### config.mk
export PLATFORM = sky130hd
export DESIGN_NAME = maze_generator_flat
export DESIGN_NICKNAME = d
export VERILOG_FILES = /design/src/rtl/maze_if.sv /design/src/rtl/maze_generator.sv /design/src/flat_wrapper.sv
export SDC_FILE = /design/constraint.sdc
export NUM_CORES = 1
export LEC_CHECK = 0
export ABC_AREA = 1
export BUFFER_PORTS_ARGS = -buffer_cell sky130_fd_sc_hd__buf_2
export CAP_MARGIN = 20
export CELL_PAD_IN_SITES_DETAIL_PLACEMENT = 0
export CELL_PAD_IN_SITES_GLOBAL_PLACEMENT = 1
export CORE_ASPECT_RATIO = 0.6
export CORE_UTILIZATION = 25
export DETAILED_ROUTE_END_ITERATION = 12
export PLACE_DENSITY_LB_ADDON = 0.1
export RECOVER_POWER = 100
export SLEW_MARGIN = 10
export SYNTH_ARGS = -nofsm -noshare
export SYNTH_HDL_FRONTEND = slang
export SYNTH_SLANG_ARGS = --single-unit
### constraint.sdc
create_clock -name clk -period 4.16 [get_ports clk]
set_input_delay 1.248 -clock clk [delete_from_list [all_inputs] [get_ports clk]]
set_output_delay 1.248 -clock clk [all_outputs]
set_load 0.01 [all_outputs]
### src/rtl/maze_if.sv
// maze_if: start/busy/done handshake plus the generated wall vectors
interface maze_if;
  logic start;
  logic busy;
  logic done;
  logic [159:0] h_walls;
  logic [164:0] v_walls;
  modport master(output start, input busy, done, h_walls, v_walls);
  modport slave(input start, output busy, done, h_walls, v_walls);
endinterface

### src/rtl/maze_generator.sv
// maze_generator: sidewinder perfect-maze generator over a 10x15 cell grid driven by a Galois LFSR
module maze_generator #(
  parameter logic [15:0] SEED = 16'hACE1,
  parameter int MAX_RETRY = 7
) (
  input logic clk,
  input logic rst,
  maze_if.slave m
);
  localparam int RW = (MAX_RETRY > 7) ? $clog2(MAX_RETRY + 1) : 3;
  typedef enum logic [2:0] {IDLE, INIT, TOP, WALK, PICK, DONE} state_t;
  state_t state;
  logic [15:0] lfsr;
  logic [3:0] row, col, run_start, span, len, off;
  logic [RW-1:0] retry_cnt;
  logic [7:0] h_idx, v_idx;
  logic forced, pick, close;
  always_comb begin
    span = col - run_start;
    len = span + 4'd1;
    forced = retry_cnt == RW'(MAX_RETRY);
    pick = forced | (lfsr[3:0] < len);
    off = forced ? span : lfsr[3:0];
    close = (col == 4'd9) | lfsr[0];
    h_idx = 8'(row) * 8'd10 + 8'(run_start) + 8'(off);
    v_idx = 8'(row) * 8'd11 + 8'(col) + 8'd1;
  end
  // the LFSR free-runs outside reset so the maze depends on when start arrives
  always_ff @(posedge clk) begin
    if (rst) begin
      lfsr <= SEED;
      state <= IDLE;
      row <= '0;
      col <= '0;
      run_start <= '0;
      retry_cnt <= '0;
      m.busy <= 1'b0;
      m.done <= 1'b0;
      m.h_walls <= '1;
      m.v_walls <= '1;
    end else begin
      lfsr <= {1'b0, lfsr[15:1]} ^ (lfsr[0] ? 16'hB400 : 16'h0000);
      case (state)
        IDLE: if (m.start) begin
          m.busy <= 1'b1;
          state <= INIT;
        end
        INIT: begin
          m.h_walls <= '1;
          m.v_walls <= '1;
          state <= TOP;
        end
        TOP: begin
          m.v_walls[9:1] <= '0;
          row <= 4'd1;
          col <= '0;
          run_start <= '0;
          state <= WALK;
        end
        WALK: if (close) begin
          retry_cnt <= '0;
          state <= PICK;
        end else begin
          m.v_walls[v_idx] <= 1'b0;
          col <= col + 4'd1;
        end
        PICK: if (!pick) retry_cnt <= retry_cnt + 1'b1;
        else begin
          m.h_walls[h_idx] <= 1'b0;
          run_start <= col + 4'd1;
          if (col < 4'd9) begin
            col <= col + 4'd1;
            state <= WALK;
          end else if (row < 4'd14) begin
            row <= row + 4'd1;
            col <= '0;
            run_start <= '0;
            state <= WALK;
          end else begin
            m.done <= 1'b1;
            m.busy <= 1'b0;
            state <= DONE;
          end
        end
        DONE: begin
          m.done <= 1'b0;
          state <= IDLE;
        end
        default: state <= IDLE;
      endcase
    end
  end
endmodule
### src/flat_wrapper.sv
// flat-port wrapper written by rule: the top's interface ports become plain ports
module maze_generator_flat 
#(
  parameter logic [15:0] SEED = 16'hACE1,
  parameter int MAX_RETRY = 7
)
  (clk, rst, m_start, m_busy, m_done, m_h_walls, m_v_walls);
  maze_if m_i ();
  input logic clk;
  input logic rst;
  input wire logic [$bits(m_i.start)-1:0] m_start;
  output wire logic [$bits(m_i.busy)-1:0] m_busy;
  output wire logic [$bits(m_i.done)-1:0] m_done;
  output wire logic [$bits(m_i.h_walls)-1:0] m_h_walls;
  output wire logic [$bits(m_i.v_walls)-1:0] m_v_walls;
  assign m_i.start = m_start;
  assign m_busy = m_i.busy;
  assign m_done = m_i.done;
  assign m_h_walls = m_i.h_walls;
  assign m_v_walls = m_i.v_walls;
  maze_generator #(.SEED(SEED), .MAX_RETRY(MAX_RETRY)) u_core (.clk(clk), .rst(rst), .m(m_i));
endmodule
After elaboration in Yosys (flattened, before gate mapping). Cells that the tools add are included.

Bits in registers: 361. Input port bits: 3. Output and inout bits: 327. Word-level logic and storage cells: 116.

$add $sub $neg: 9. Multipliers: 2. Order comparisons: 7. Eq/ne operators: 16. Mux-type cells: 43. Bitwise operators: 7. Reductions and logical operators: 21.

Operators with widths (number): $pmux W160 S2 (1); $pmux W155 S2 (1); $and A165 B165 Y165 (1); $mux W165 (1); $not A165 Y165 (1); $and A160 B160 Y160 (1); $mux W160 (1); $not A160 Y160 (1); $mux W4 (11); $pmux W9 S3 (1); $add A8 B4 Y8 (3); $mux W3 (7); $lt A8 B9 Y1 const B (2); $demux W1 S8 (2); $ge A8 B1 Y1 const B (2); $mux W16 (1); $pmux W4 S2 (2); $xor A15 B16 Y16 (1); $pmux W3 S5 (1); $add A4 B1 Y4 const B (3); $pmux W4 S3 (1); $reduce_and A4 Y1 (3); $reduce_bool A2 Y1 (6); $ne A2 B2 Y1 const B (5); 23 further kinds (46).

Longest topological paths before layout.
Word-level depth: 11. Gate-level depth with buffers: 22.

Least setup slack after synthesis. Ideal clock, no wire load.

Path type: reg-to-reg. Start: register u_core.col[0]. End: register u_core.m.h_walls[124]. Library setup time: 126 ps. Data arrival time: 3650 ps. Path slack: 384 ps. Cell stages (with the launch flop): 22. Path buffers: 1. Period minus slack after synthesis: 3776 ps. Path through: dfxtp_1 > inv_1 > ha_1 > inv_1 > fa_1 > inv_1 > nand2_1 > o21ai_0 > fa_1 > inv_1 > ha_1 > inv_1 > fa_1 > inv_1 > nand3_1 > nand2_1 > nand3_4 > xor2_4 > nand3_2 > buf_6 > o21ai_0 > nand2_1.

Cells in the longest elaborated chain, start to end: 11. Elaborated cells between the ends (all ways): 17. Classes of those cells: add/sub (3); order compare (3); eq/ne (1); mux (5); bitwise (3); reduce/logical (2).

RTL lines: from (decl) (line maze_generator.sv:14) `logic [3:0] row, col, run_start, span, len, off;`; from (signal assigned) (line maze_generator.sv:65) `col <= col + 4'd1;`; from (signal assigned) (line maze_generator.sv:72) `col <= col + 4'd1;`; $sub A4 B4 Y4 (*) (line maze_generator.sv:19) `span = col - run_start;`; $mux W4 (line maze_generator.sv:23) `off = forced ? span : lfsr[3:0];`; $add A8 B4 Y8 (line maze_generator.sv:25) `h_idx = 8'(row) * 8'd10 + 8'(run_start) + 8'(off);`; $lt A8 B9 Y1 (implied by the code) or $ge A8 B1 Y1 (tied branches) (line maze_generator.sv:69) `m.h_walls[h_idx] <= 1'b0;`; $logic_and A1 B1 Y1 (implied by the code) (line maze_generator.sv:69); $mux W1 (implied by the code) (line maze_generator.sv:69); $demux W1 S8; $not A160 Y160 (no source line); $and A160 B160 Y160 (no source line); $mux W160 (line maze_generator.sv:67) `PICK: if (!pick) retry_cnt <= retry_cnt + 1'b1;`; $pmux W160 S2 (line maze_generator.sv:43) `case (state)`; to (signal assigned) (line maze_generator.sv:39) `m.h_walls <= '1;`; to (signal assigned) (line maze_generator.sv:49) `m.h_walls <= '1;`; to (signal, indexed assignment) (line maze_generator.sv:69); to (decl) (line maze_if.sv:9) `modport slave(input start, output busy, done, h_walls, v_walls);`.

Every way passes the cells marked *; elsewhere a longest branch is shown, timed or not. The select of a mux whose other input is x is not followed. A chain may end at the register's enable or synchronous reset.

Worst setup path in the final report.
Start: register u_core.col[0]. End: register u_core.m.h_walls[10].

Same word-level chain as after synthesis.

==> run metrics <==
Met2 Routed Length 21300 µm; hold_buf cts 0; count of antenna-violating nets left after detailed routing 0; GPL Wtd Cong 0.794; Worst-Skew Late Latency 540 ps; DIE HEIGHT 179 µm; full die area 53400 µm²; vias in the first global route 10900; met3 WL 3310 µm; PD cells 569 nW/µm²; Psw 0.00313 W; Avg Cell Area, Syn 8.49 µm²; PortBufs 329; largest net degree at the start of global routing 77; worst vdd ir 0.355 mV; synth top area cells dfxtp_1 55%, nand2_1 13%, o21ai_0 12%; worst-path cell chain inv_2 -> ha_1 -> inv_1 -> fa_1 -> inv_1 -> nand2_1 -> o21ai_2 -> fa_1 -> inv_1 -> ha_2 -> inv_1 -> fa_1 -> inv_1 -> nand3_1 -> nand2_4 -> nand3_4 -> xor2_4 -> buf_12 -> nand3_2 -> buf_4 -> o21ai_0 -> nand2_1; FILL cells 5556; Register-to-Register Setup Slack 260 ps; Max H-tree Level 2; first-pass GRT wire length 71200 µm; TritonCTS buffer count 39; fmax 256 MHz; initial core utilization 25.5%; Period minus WS final 3900 ps; sequential standard cell area 7230 µm²; Setup crit start u_core.col[0]; CTS tree yes; vias after detailed routing 11600; grt total ovfl 0; DR top layer met4; Worst-Margin Slew 953 ps; area leader, netlist dfxtp_1; Nets 1939; Synth warnings 0; fraction of layout cells with a size suffix above 1 8.49%; slowest stage delay, CP 500 ps; Critical Path Sink Type register; fin. max-slew vios 0; HP Class register to register; Seq/Total Area, Yosys 55.1%; area share of the largest cell type after synthesis 55.1%; Worst Path Arrival 4320 ps; Clock Skew 18.7 ps; hpwl dp 34800 µm; Distinct cells, synth 33; Total Routing Usage GR 17.6%; Max FO, Critical Path 16; Mapped Cells 1544; status completed; Setup TNS 0 ps; switching power share of the total 33.0%; final setup vio count 0; crit path launch type register; row count 64; Seq cells post-synth 361; period utilization 93.8%; Residual DRC 0; die extent in x 298 µm; WP buf/inv 8; Syn Std Cell Area 13100 µm²; combinational share of power 22.9%; DP Cell Count 2543; Hold Worst Slack 404 ps; Setup CP Type register to register; total wire length 49200 µm; clock power share 38.4%; Sequential Power Share 38.8%; max-cap violations 0; clock root cell clkbuf_16; Slew HR 36.0%; LEAKAGE 6.24 nW; CTS Buffer Depth 3; syn nets 1590; clock slew at reported path FFs 60 ps; clock sinks 361; DR pass1 iterations 5; final cell count without fillers 2615; internal power 0.00635 W; Slowest-stage cell, CP fa_1; area delta synth->final 27.2%; Final Hold Vio Count 0; Core Region 51300 µm²; vias per inst 4.44; WL met1 23900 µm; HP Start u_core.lfsr[15]; initial antenna violation count 10; unrepaired setup endpoints after global routing true; Crit path max-delay family adder cells; DRT iter0 DRCs 720; Ports 330; reg2reg start u_core.col[0]; WP data required 4570 ps; CP most frequent cell inv_1; multi-input logic area 5270 µm²; drt wl/cell 18.8 µm
==> worst register-to-register path, delay by kind of cell, from the launching register on <==
family | cells | cell delay [ps]
xor gates and xnor gates | 1 | 200
DFF | 1 | 320
adders and majority gates | 5 | 1680
AOI/OAI and AO/OA | 2 | 270
and+or+nand+nor | 6 | 530
buffers and inverters | 8 | 780
==> routing by layer <==
metal	track usage, %	up-vias
li1	-	5761
met1	25.0	5558
met5	0	-
met3	4.99	56
met2	26.6	233
met4	3.18	0
==> synthesized netlist by cell type <==
cell	instances
nand2_1	449
dfxtp_1	361
o21ai_0	302
inv_1	86
nor2_1	53
clkbuf_1	35
nand3_1	35
ha_1	34
o21ai_1	31
a21oi_1	30
nand3_2	21
nand4_1	16
buf_2	13
buf_6	11
fa_1	9
xor2_1	9
nor3_1	7
nand2_2	6
xnor2_1	6
buf_1	5
or2_2	5
inv_2	4
nor2_2	4
o21ai_2	3
clkbuf_2	1
nand3_4	1
nand3b_1	1
nor2_4	1
nor3_4	1
o2111ai_1	1
xnor2_2	1
xor2_2	1
xor2_4	1
==> metrics by stage <==
step	utilization (%)	total power [W]	instance area (µm²)	setup WS, ps
2_1_floorplan	-	0.00518	13100	384
3_3_place_gp	30.5	0.00591	15700	140
3_5_place_dp	30.5	0.00591	15700	35.0
4_1_cts	33.1	0.00960	17000	26.2
5_1_grt	32.5	0.0100	16700	-65.1
6_report	32.5	0.00948	16700	256
==> worst paths after layout <==
check                                            end  depth (start not counted)
worst min register to register       u_core.lfsr[14]                          2
worst max-delay path            u_core.m.h_walls[10]                         22
worst max register to register  u_core.m.h_walls[10]                         22
worst min-delay path                 u_core.lfsr[14]                          2
==> cells by family (layout without fill, tap and decap cells) <==
logic type,after synthesis,in the layout,synth area share [%]
adder cells (fa/ha/maj),43,43,4.62
flip-flops,361,361,55.1
XOR/XNOR,18,18,1.46
other,0,2,0
AND/OR/NAND/NOR,600,601,19.5
buffers and inverters,155,530,5.20
AO/OA/AOI/OAI,367,367,14.1
==> flip-flops by register name, indices dropped and copies added (netlist names) <==
register          cells
u_core.m.done         1
u_core.run_start      4
u_core.m.busy         1
u_core.row            4
u_core.col            4
u_core.m.v_walls    165
u_core.m.h_walls    160
u_core.retry_cnt      3
u_core.state          3
u_core.lfsr          16
==> power groups by stage <==
| stage | Sequential [W] | Combinational, W | Clock, W |
|---|---|---|---|
| 2_1_floorplan | 0.00376 | 0.00141 | 0 |
| 3_3_place_gp | 0.00375 | 0.00216 | 0 |
| 3_5_place_dp | 0.00375 | 0.00216 | 0 |
| 4_1_cts | 0.00367 | 0.00216 | 0.00376 |
| 5_1_grt | 0.00369 | 0.00245 | 0.00391 |
| 6_report | 0.00368 | 0.00217 | 0.00364 |
==> cell usage in the layout (no fill, tap or decap), drive strengths merged, types with 16 or more instances in the layout <==
cell    netlist  layout
inv          90      91
dfxtp       361     361
a21oi        30      30
o21ai       336     336
nand3        57      58
nor2         58      58
nand4        16      16
clkbuf       36     382
nand2       455     455
buf          29      40
ha           34      34
==> timing repair <==
item                                    4_1_cts  5_1_grt
setup buffers                                 0        1
endpoints found under the setup margin        0      161
gates resized for setup                       0       59
==> layout make-up <==
type	count	area share, %
diodes	2	0.0300
clock buffers	50	6.53
clock inverters	18	1.44
inverters	90	2.07
multi-input cells	1029	31.6
flip-flops and latches	361	43.3
well taps	693	5.20
repair buffers	372	9.76
Power figures use the tool's default switching activity.
